File: src/rtl/qsfp_scan_pkg.sv
// qsfp_scan_pkg: shared constants for the QSFP monitor scanner.
// Holds the per-module SFF-8636 byte walk table, the shadow word layout and the FSM encoding.
package qsfp_scan_pkg;

    localparam int unsigned NBYTES = 12;
    localparam int unsigned NWORDS = 6;

    // Monitor bytes in walk order; each pair is MSB then LSB of one word.
    localparam logic [7:0] BYTE_OFFSET [0:NBYTES-1] = '{
        8'd22, 8'd23, 8'd26, 8'd27,
        8'd34, 8'd35, 8'd36, 8'd37, 8'd38, 8'd39, 8'd40, 8'd41
    };

    localparam int unsigned W_TEMP = 0;
    localparam int unsigned W_VCC  = 1;
    localparam int unsigned W_RX0  = 2;

    typedef enum logic [2:0] {
        S_IDLE    = 3'd0,
        S_FREEZE  = 3'd1,
        S_ADDR    = 3'd2,
        S_WAIT    = 3'd3,
        S_PUBLISH = 3'd4
    } scan_state_t;

endpackage

File: src/rtl/qsfp_scan_alarm.sv
// qsfp_scan_alarm: per-module threshold comparator (over-temperature or any low RX lane).
// Built only when QSFP_SCAN_ALARM_EN is defined.
`ifdef QSFP_SCAN_ALARM_EN
module qsfp_scan_alarm (
    input  logic [15:0] temp,
    input  logic [63:0] rx_power,
    input  logic [15:0] temp_high_limit,
    input  logic [15:0] rx_low_limit,
    output logic        alarm
);

    always_comb begin
        alarm = ($signed(temp) > $signed(temp_high_limit));
        for (int unsigned l = 0; l < 4; l++) begin
            if (rx_power[16*l +: 16] < rx_low_limit) alarm = 1'b1;
        end
    end

endmodule
`endif

File: src/rtl/qsfp_scan_decode.sv
// qsfp_scan_decode: freezes the QSFP poller buffer, walks each module's monitor bytes and
// publishes temp/Vcc/RX power words atomically. Threshold alarms built with QSFP_SCAN_ALARM_EN.
module qsfp_scan_decode
    import qsfp_scan_pkg::*;
#(
    parameter int unsigned QSFP_COUNT    = 2,
    parameter int unsigned READ_LATENCY  = 1,
    parameter int unsigned FREEZE_SETTLE = 2
) (
    input  logic                          clk,
    input  logic                          rst,
    input  logic                          bufferUpdated,
    output logic [$clog2(QSFP_COUNT)+7:0] readAddress,
    input  logic [7:0]                    readData,
    output logic                          bufferFreeze,
    output logic                          scanBusy,
    output logic                          scanDone,
    output logic [15:0]                   scanCount,
    output logic [QSFP_COUNT*16-1:0]      tempOut,
    output logic [QSFP_COUNT*16-1:0]      vccOut,
    output logic [QSFP_COUNT*64-1:0]      rxPowerOut,
    input  logic [15:0]                   tempHighLimit,
    input  logic [15:0]                   rxLowLimit,
    output logic [QSFP_COUNT-1:0]         alarm
);

    localparam int unsigned AW       = $clog2(QSFP_COUNT) + 8;
    localparam int unsigned MW       = (QSFP_COUNT > 1) ? $clog2(QSFP_COUNT) : 1;
    localparam int unsigned CW       = 8;
    localparam int unsigned MOD_BITS = NWORDS * 16;

    scan_state_t state, state_n;
    logic [CW-1:0] cnt, cnt_n;
    logic [MW-1:0] mod, mod_n;
    logic [3:0]    idx, idx_n;
    logic          sample;
    logic          pending;
    logic          busy;
    logic [15:0]   scan_cnt;
    logic [QSFP_COUNT*MOD_BITS-1:0] shadow;

    assign bufferFreeze = busy;
    assign scanBusy     = busy;
    assign scanCount    = scan_cnt;

    always_comb begin
        state_n = state;
        cnt_n   = cnt;
        mod_n   = mod;
        idx_n   = idx;
        sample  = 1'b0;
        case (state)
            S_IDLE: begin
                if (bufferUpdated || pending) begin
                    state_n = (FREEZE_SETTLE == 0) ? S_ADDR : S_FREEZE;
                    cnt_n   = '0;
                    mod_n   = '0;
                    idx_n   = '0;
                end
            end
            S_FREEZE: begin
                if (cnt == CW'(FREEZE_SETTLE - 1)) state_n = S_ADDR;
                else cnt_n = cnt + 1'b1;
            end
            S_ADDR: begin
                state_n = S_WAIT;
                cnt_n   = '0;
            end
            S_WAIT: begin
                if (cnt == CW'(READ_LATENCY - 1)) begin
                    sample  = 1'b1;
                    state_n = S_ADDR;
                    if (idx == 4'(NBYTES - 1)) begin
                        idx_n = '0;
                        if (mod == MW'(QSFP_COUNT - 1)) state_n = S_PUBLISH;
                        else mod_n = mod + 1'b1;
                    end else begin
                        idx_n = idx + 1'b1;
                    end
                end else begin
                    cnt_n = cnt + 1'b1;
                end
            end
            S_PUBLISH: state_n = S_IDLE;
            default:   state_n = S_IDLE;
        endcase
    end

    always_ff @(posedge clk or posedge rst) begin
        if (rst) begin
            state       <= S_IDLE;
            cnt         <= '0;
            mod         <= '0;
            idx         <= '0;
            pending     <= 1'b0;
            busy        <= 1'b0;
            scanDone    <= 1'b0;
            scan_cnt    <= '0;
            readAddress <= '0;
            shadow      <= '0;
            tempOut     <= '0;
            vccOut      <= '0;
            rxPowerOut  <= '0;
        end else begin
            state    <= state_n;
            cnt      <= cnt_n;
            mod      <= mod_n;
            idx      <= idx_n;
            scanDone <= 1'b0;

            if (state == S_IDLE) pending <= 1'b0;
            else if (bufferUpdated) pending <= 1'b1;

            if (state == S_IDLE && state_n != S_IDLE) busy <= 1'b1;
            else if (state == S_PUBLISH) busy <= 1'b0;

            // Address is registered on entry to ADDR so the buffer sees it for the whole byte slot.
            if (state_n == S_ADDR)
                readAddress <= (AW'(mod_n) << 8) | AW'(BYTE_OFFSET[idx_n]);

            if (sample)
                shadow[MOD_BITS*int'(mod) + 16*int'(idx[3:1]) + (idx[0] ? 0 : 8) +: 8] <= readData;

            if (state == S_PUBLISH) begin
                scanDone <= 1'b1;
                scan_cnt <= scan_cnt + 16'd1;
                for (int unsigned m = 0; m < QSFP_COUNT; m++) begin
                    tempOut[16*m +: 16]    <= shadow[MOD_BITS*m + 16*W_TEMP +: 16];
                    vccOut[16*m +: 16]     <= shadow[MOD_BITS*m + 16*W_VCC +: 16];
                    rxPowerOut[64*m +: 64] <= shadow[MOD_BITS*m + 16*W_RX0 +: 64];
                end
            end
        end
    end

`ifdef QSFP_SCAN_ALARM_EN
    logic [QSFP_COUNT-1:0] alarm_n;

    for (genvar g = 0; g < QSFP_COUNT; g++) begin : g_alarm
        qsfp_scan_alarm u_alarm (
            .temp            (shadow[MOD_BITS*g + 16*W_TEMP +: 16]),
            .rx_power        (shadow[MOD_BITS*g + 16*W_RX0 +: 64]),
            .temp_high_limit (tempHighLimit),
            .rx_low_limit    (rxLowLimit),
            .alarm           (alarm_n[g])
        );
    end

    always_ff @(posedge clk or posedge rst) begin
        if (rst) alarm <= '0;
        else if (state == S_PUBLISH) alarm <= alarm_n;
    end
`else
    logic unused_limits;
    assign unused_limits = ^{tempHighLimit, rxLowLimit};
    assign alarm = '0;
`endif

endmodule

File: config.mk
export PLATFORM = sky130hd
export DESIGN_NAME = qsfp_scan_decode
export DESIGN_NICKNAME = d
export VERILOG_FILES = /design/src/rtl/qsfp_scan_pkg.sv /design/src/rtl/qsfp_scan_alarm.sv /design/src/rtl/qsfp_scan_decode.sv
export SDC_FILE = /design/constraint.sdc
export NUM_CORES = 1
export LEC_CHECK = 0
export CAP_MARGIN = 5
export CORE_MARGIN = 1.5
export CORE_UTILIZATION = 45
export CTS_CLUSTER_DIAMETER = 200
export DETAILED_ROUTE_END_ITERATION = 16
export PLACE_DENSITY = 0.73
export SKIP_CTS_REPAIR_TIMING = 1
export SYNTH_ARGS = -nofsm -noshare
export SYNTH_HDL_FRONTEND = slang
export SYNTH_SLANG_ARGS = --single-unit
File: constraint.sdc
create_clock -name clk -period 20.6 [get_ports clk]
set_input_delay 5.15 -clock clk [delete_from_list [all_inputs] [get_ports clk]]
set_output_delay 5.15 -clock clk [all_outputs]
set_load 0.1 [all_outputs]
==> results.md <==
- Status: finished clean
- GPL Wtd Cong: 0.803
- DRT Pass-1 Iters: 5
- HPWL after DPL: 28.6 mm
- Setup TNS: 0 ns
- Finish-stage setup viols: 0
- Mapped Cells: 1298
- Post-synthesis mux area share: 0.242
- Initial Util: 0.457
- Switching Fraction: 0.209
- Number of enable flip-flop cells after synthesis: 0
- Vias in the first global route: 11808
- Clock Path Buffers: 3
- GRT overflow: 0
- Hold WC Path Type: reg -> reg
- Vias: 11222
- Largest net degree at the start of global routing: 150
- Fraction of layout instances using a drive strength above 1: 0.317
- Crit path max fanout: 149
- Post-synthesis xor/xnor area fraction: 0.00866
- Placement Rows: 73
- Core ar.: 39800 sq um
- Seq/Total Area, Yosys: 0.585
- Final nets: 1594
- Critical path class: in -> async
- ANT cells: 0
- Fin. Hold Viols: 0
- Fin crit share: 0.361
- Sequential share of power: 0.503
- Worst R2R Start: idx[3]
- Drt drc: 0
- Clock transition at path regs: 0.06 ns
- LEAKAGE: 10.7 nW
- Avg Cell Area, Syn: 14.0 sq um
- First-pass GRT wire length: 67.8 mm
- Synth-to-layout area growth: 24.0%
- Per-cell routed wire length: 20.5 microns
- Main flop type after synthesis: dfrtp_1
- VDD IR max: 0.0596 mV
- Clock Root Buffer: clkbuf_16
- CTS sink cnt: 426
- Worst Setup SP: rst
- Post-synth cell types: 67
- Via density per instance: 5.37
- Post-DRT Antenna Nets: 0
- Chip Width: 204 microns
- Die area: 41700 sq um
- Netlist Area Pre-Place: 18200 sq um
- Max-Cap Viols: 0
- DRC marker count from the first detailed-route iteration: 565
- Worst path required time: 21.15 ns
- GRT Util Overall: 0.210
- FFs w/ async S/R, synth: 1.00
- Main combinational cell family by area after synthesis: multiplexers
- Worst EP arrival: 7.99 ns
- PortBufs: 228
- Filler cells: 3260
- Initial antenna violation count: 0
- Max frequency: 134 MHz
- H-tree levels: 2
- Ports: 265
- Switch Pwr: 0.349 mW
- TritonCTS clock tree: yes
- Area leader, netlist: dfrtp_1
- Height of the die: 204 microns
- Final Max Tran Viols: 0
- Area contributors post-synth: dfrtp_1 (59%), mux2_2 (22%), nor4_4 (2.7%)
- Clock power frac: 0.478
- Int Power: 1.32 mW
- Worst skew pair latency: 0.56 ns
- PwrDens: 73.8 nW/um^2
- CP Capture Type: async pin
- Post-synthesis simple-gate area fraction: 0.104
- Yosys reg bits: 426
- Post-Synth Adder-Cell Area: 0.0124
- Max-slew headroom: 0.162
- CTS Buf Count: 45
- Min-delay src: readAddress[4]
- Drt total wl: 42.8 mm
- Top cell type's share of synthesized area: 0.585
- Min Clock Period, post-route: 7.44 ns
- Part of the power in combinational logic: 0.019
- Synth warn: 0
- Worst-Margin Slew: 1.26 ns
- Final clock skew: 0.0159 ns
- Crit path launch type: input port
- Power Total: 1.67 mW
- RSZ-0062 raised after global routing: false
- Synth Area in Compound Gates: 0.0221
-- stage by stage --
stage	area, sq um	util	instances	setup WS, ns	hold WS [ns]
final	22600	0.567	2089	13.16	0.487
after detailed placement	21100	0.530	2011	12.44	0.478
after global placement	21100	0.530	2011	12.52	0.462
after global routing	22600	0.567	2089	12.71	0.510
after floorplan	18200	-	1301	3.59	0.452
after CTS	22600	0.567	2089	13.09	0.491
-- cells by family after synthesis --
| family | count (synthesis) |
|---|---|
| adders and majority gates | 18 |
| DFF | 426 |
| AOI/OAI and AO/OA | 51 |
| and+or+nand+nor | 278 |
| other | 1 |
| muxes | 395 |
| xor gates and xnor gates | 18 |
| buffers and inverters | 111 |
-- registers in the layout, summed over array words and instances (netlist names) --
| register | flops |
|---|---|
| scanDone | 1 |
| vccOut | 32 |
| idx | 4 |
| rxPowerOut | 128 |
| mod | 1 |
| readAddress | 7 |
| bufferFreeze | 1 |
| cnt | 8 |
| shadow | 192 |
| tempOut | 32 |
| state | 3 |
| scanCount | 16 |
| pending | 1 |
-- synth_stat cells, drive strengths merged (2+ instances only) --
library cell and count:
o211ai 5, ha 18, and2 26, nand4 8
nor2b 5, buf 15, o31ai 5, nor4b 3
nand4b 2, nor3b 2, inv 48, nand2 49
or3 7, o21ai 20, nand2b 5, and3 44
nand3 11, xor2 9, xnor2 9, a31oi 2
nor2 40, a21oi 2, nor3 9, or2 3
dfrtp 426, nor4 56, mux2i 28, mux2 367
clkbuf 48
-- layout by cell type, fill, tap and decap left out, types with 2 or more instances in the layout --
master / n
dfrtp_1: 426
mux2_2: 362
clkdlybuf4s50_1: 228
nand2_1: 49
inv_1: 47
clkbuf_16: 45
and3_1: 44
nor2_1: 38
nor4_1: 31
mux2i_1: 28
and2_1: 26
nor4_4: 23
buf_4: 19
ha_1: 18
o21ai_0: 16
clkbuf_8: 14
nand3_1: 11
xor2_1: 9
xnor2_1: 9
nor3_1: 8
nand4_1: 8
clkbuf_1: 8
or3_1: 7
clkinv_2: 6
nand2b_1: 5
mux2_1: 5
o31ai_1: 5
nor2b_1: 4
conb_1: 4
o211ai_1: 3
o21ai_1: 2
nand4b_1: 2
nor4b_1: 2
o211ai_4: 2
nor4_2: 2
nor2_2: 2
or2_2: 2
a31oi_1: 2
inv_6: 2
bufinv_16: 2
-- worst max-delay path: stages --
cell             delay (ns)
clkdlybuf4s50_1        0.49
inv_8                  0.56
buf_12                 0.58
buf_4                  0.88
-- power groups by stage --
stage | sequential, mW | clock [mW] | combinational, mW
floorplan | 0.854 | 0 | 0.0193
global placement | 0.852 | 0 | 0.0324
detailed placement | 0.852 | 0 | 0.0328
CTS | 0.837 | 0.817 | 0.0328
global route | 0.837 | 0.848 | 0.0356
finish | 0.837 | 0.797 | 0.0315
-- cell type report --
cell class              instances  area [sq um]  share of cell area
flip-flops and latches        426         10700               0.472
multi-input cells             764          7160               0.317
repair buffers                248          2440               0.108
clock buffers                  67          1350              0.0598
well taps                     525           657              0.0291
inverters                      48           188             0.00831
clock inverters                11           115             0.00510
-- worst paths after layout --
kind / cells after the start / end / slack (ns)
setup / recovery: 4 / shadow[86] / 13.16
hold / removal: 1 / readAddress[4] / 0.49
setup reg to reg: 11 / shadow[34] / 16.34
hold reg to reg: 1 / readAddress[4] / 0.49
max in group clk: 1 / tempOut[31] / 13.28
min in group asynchronous: 2 / scanCount[7] / 5.12
-- routing by layer --
layer	track usage	wire [microns]
met5	0	0
met4	0.0706	1080
met3	0.0392	1960
met2	0.337	20400
met1	0.286	19300
(Power assumes the default switching activity.)
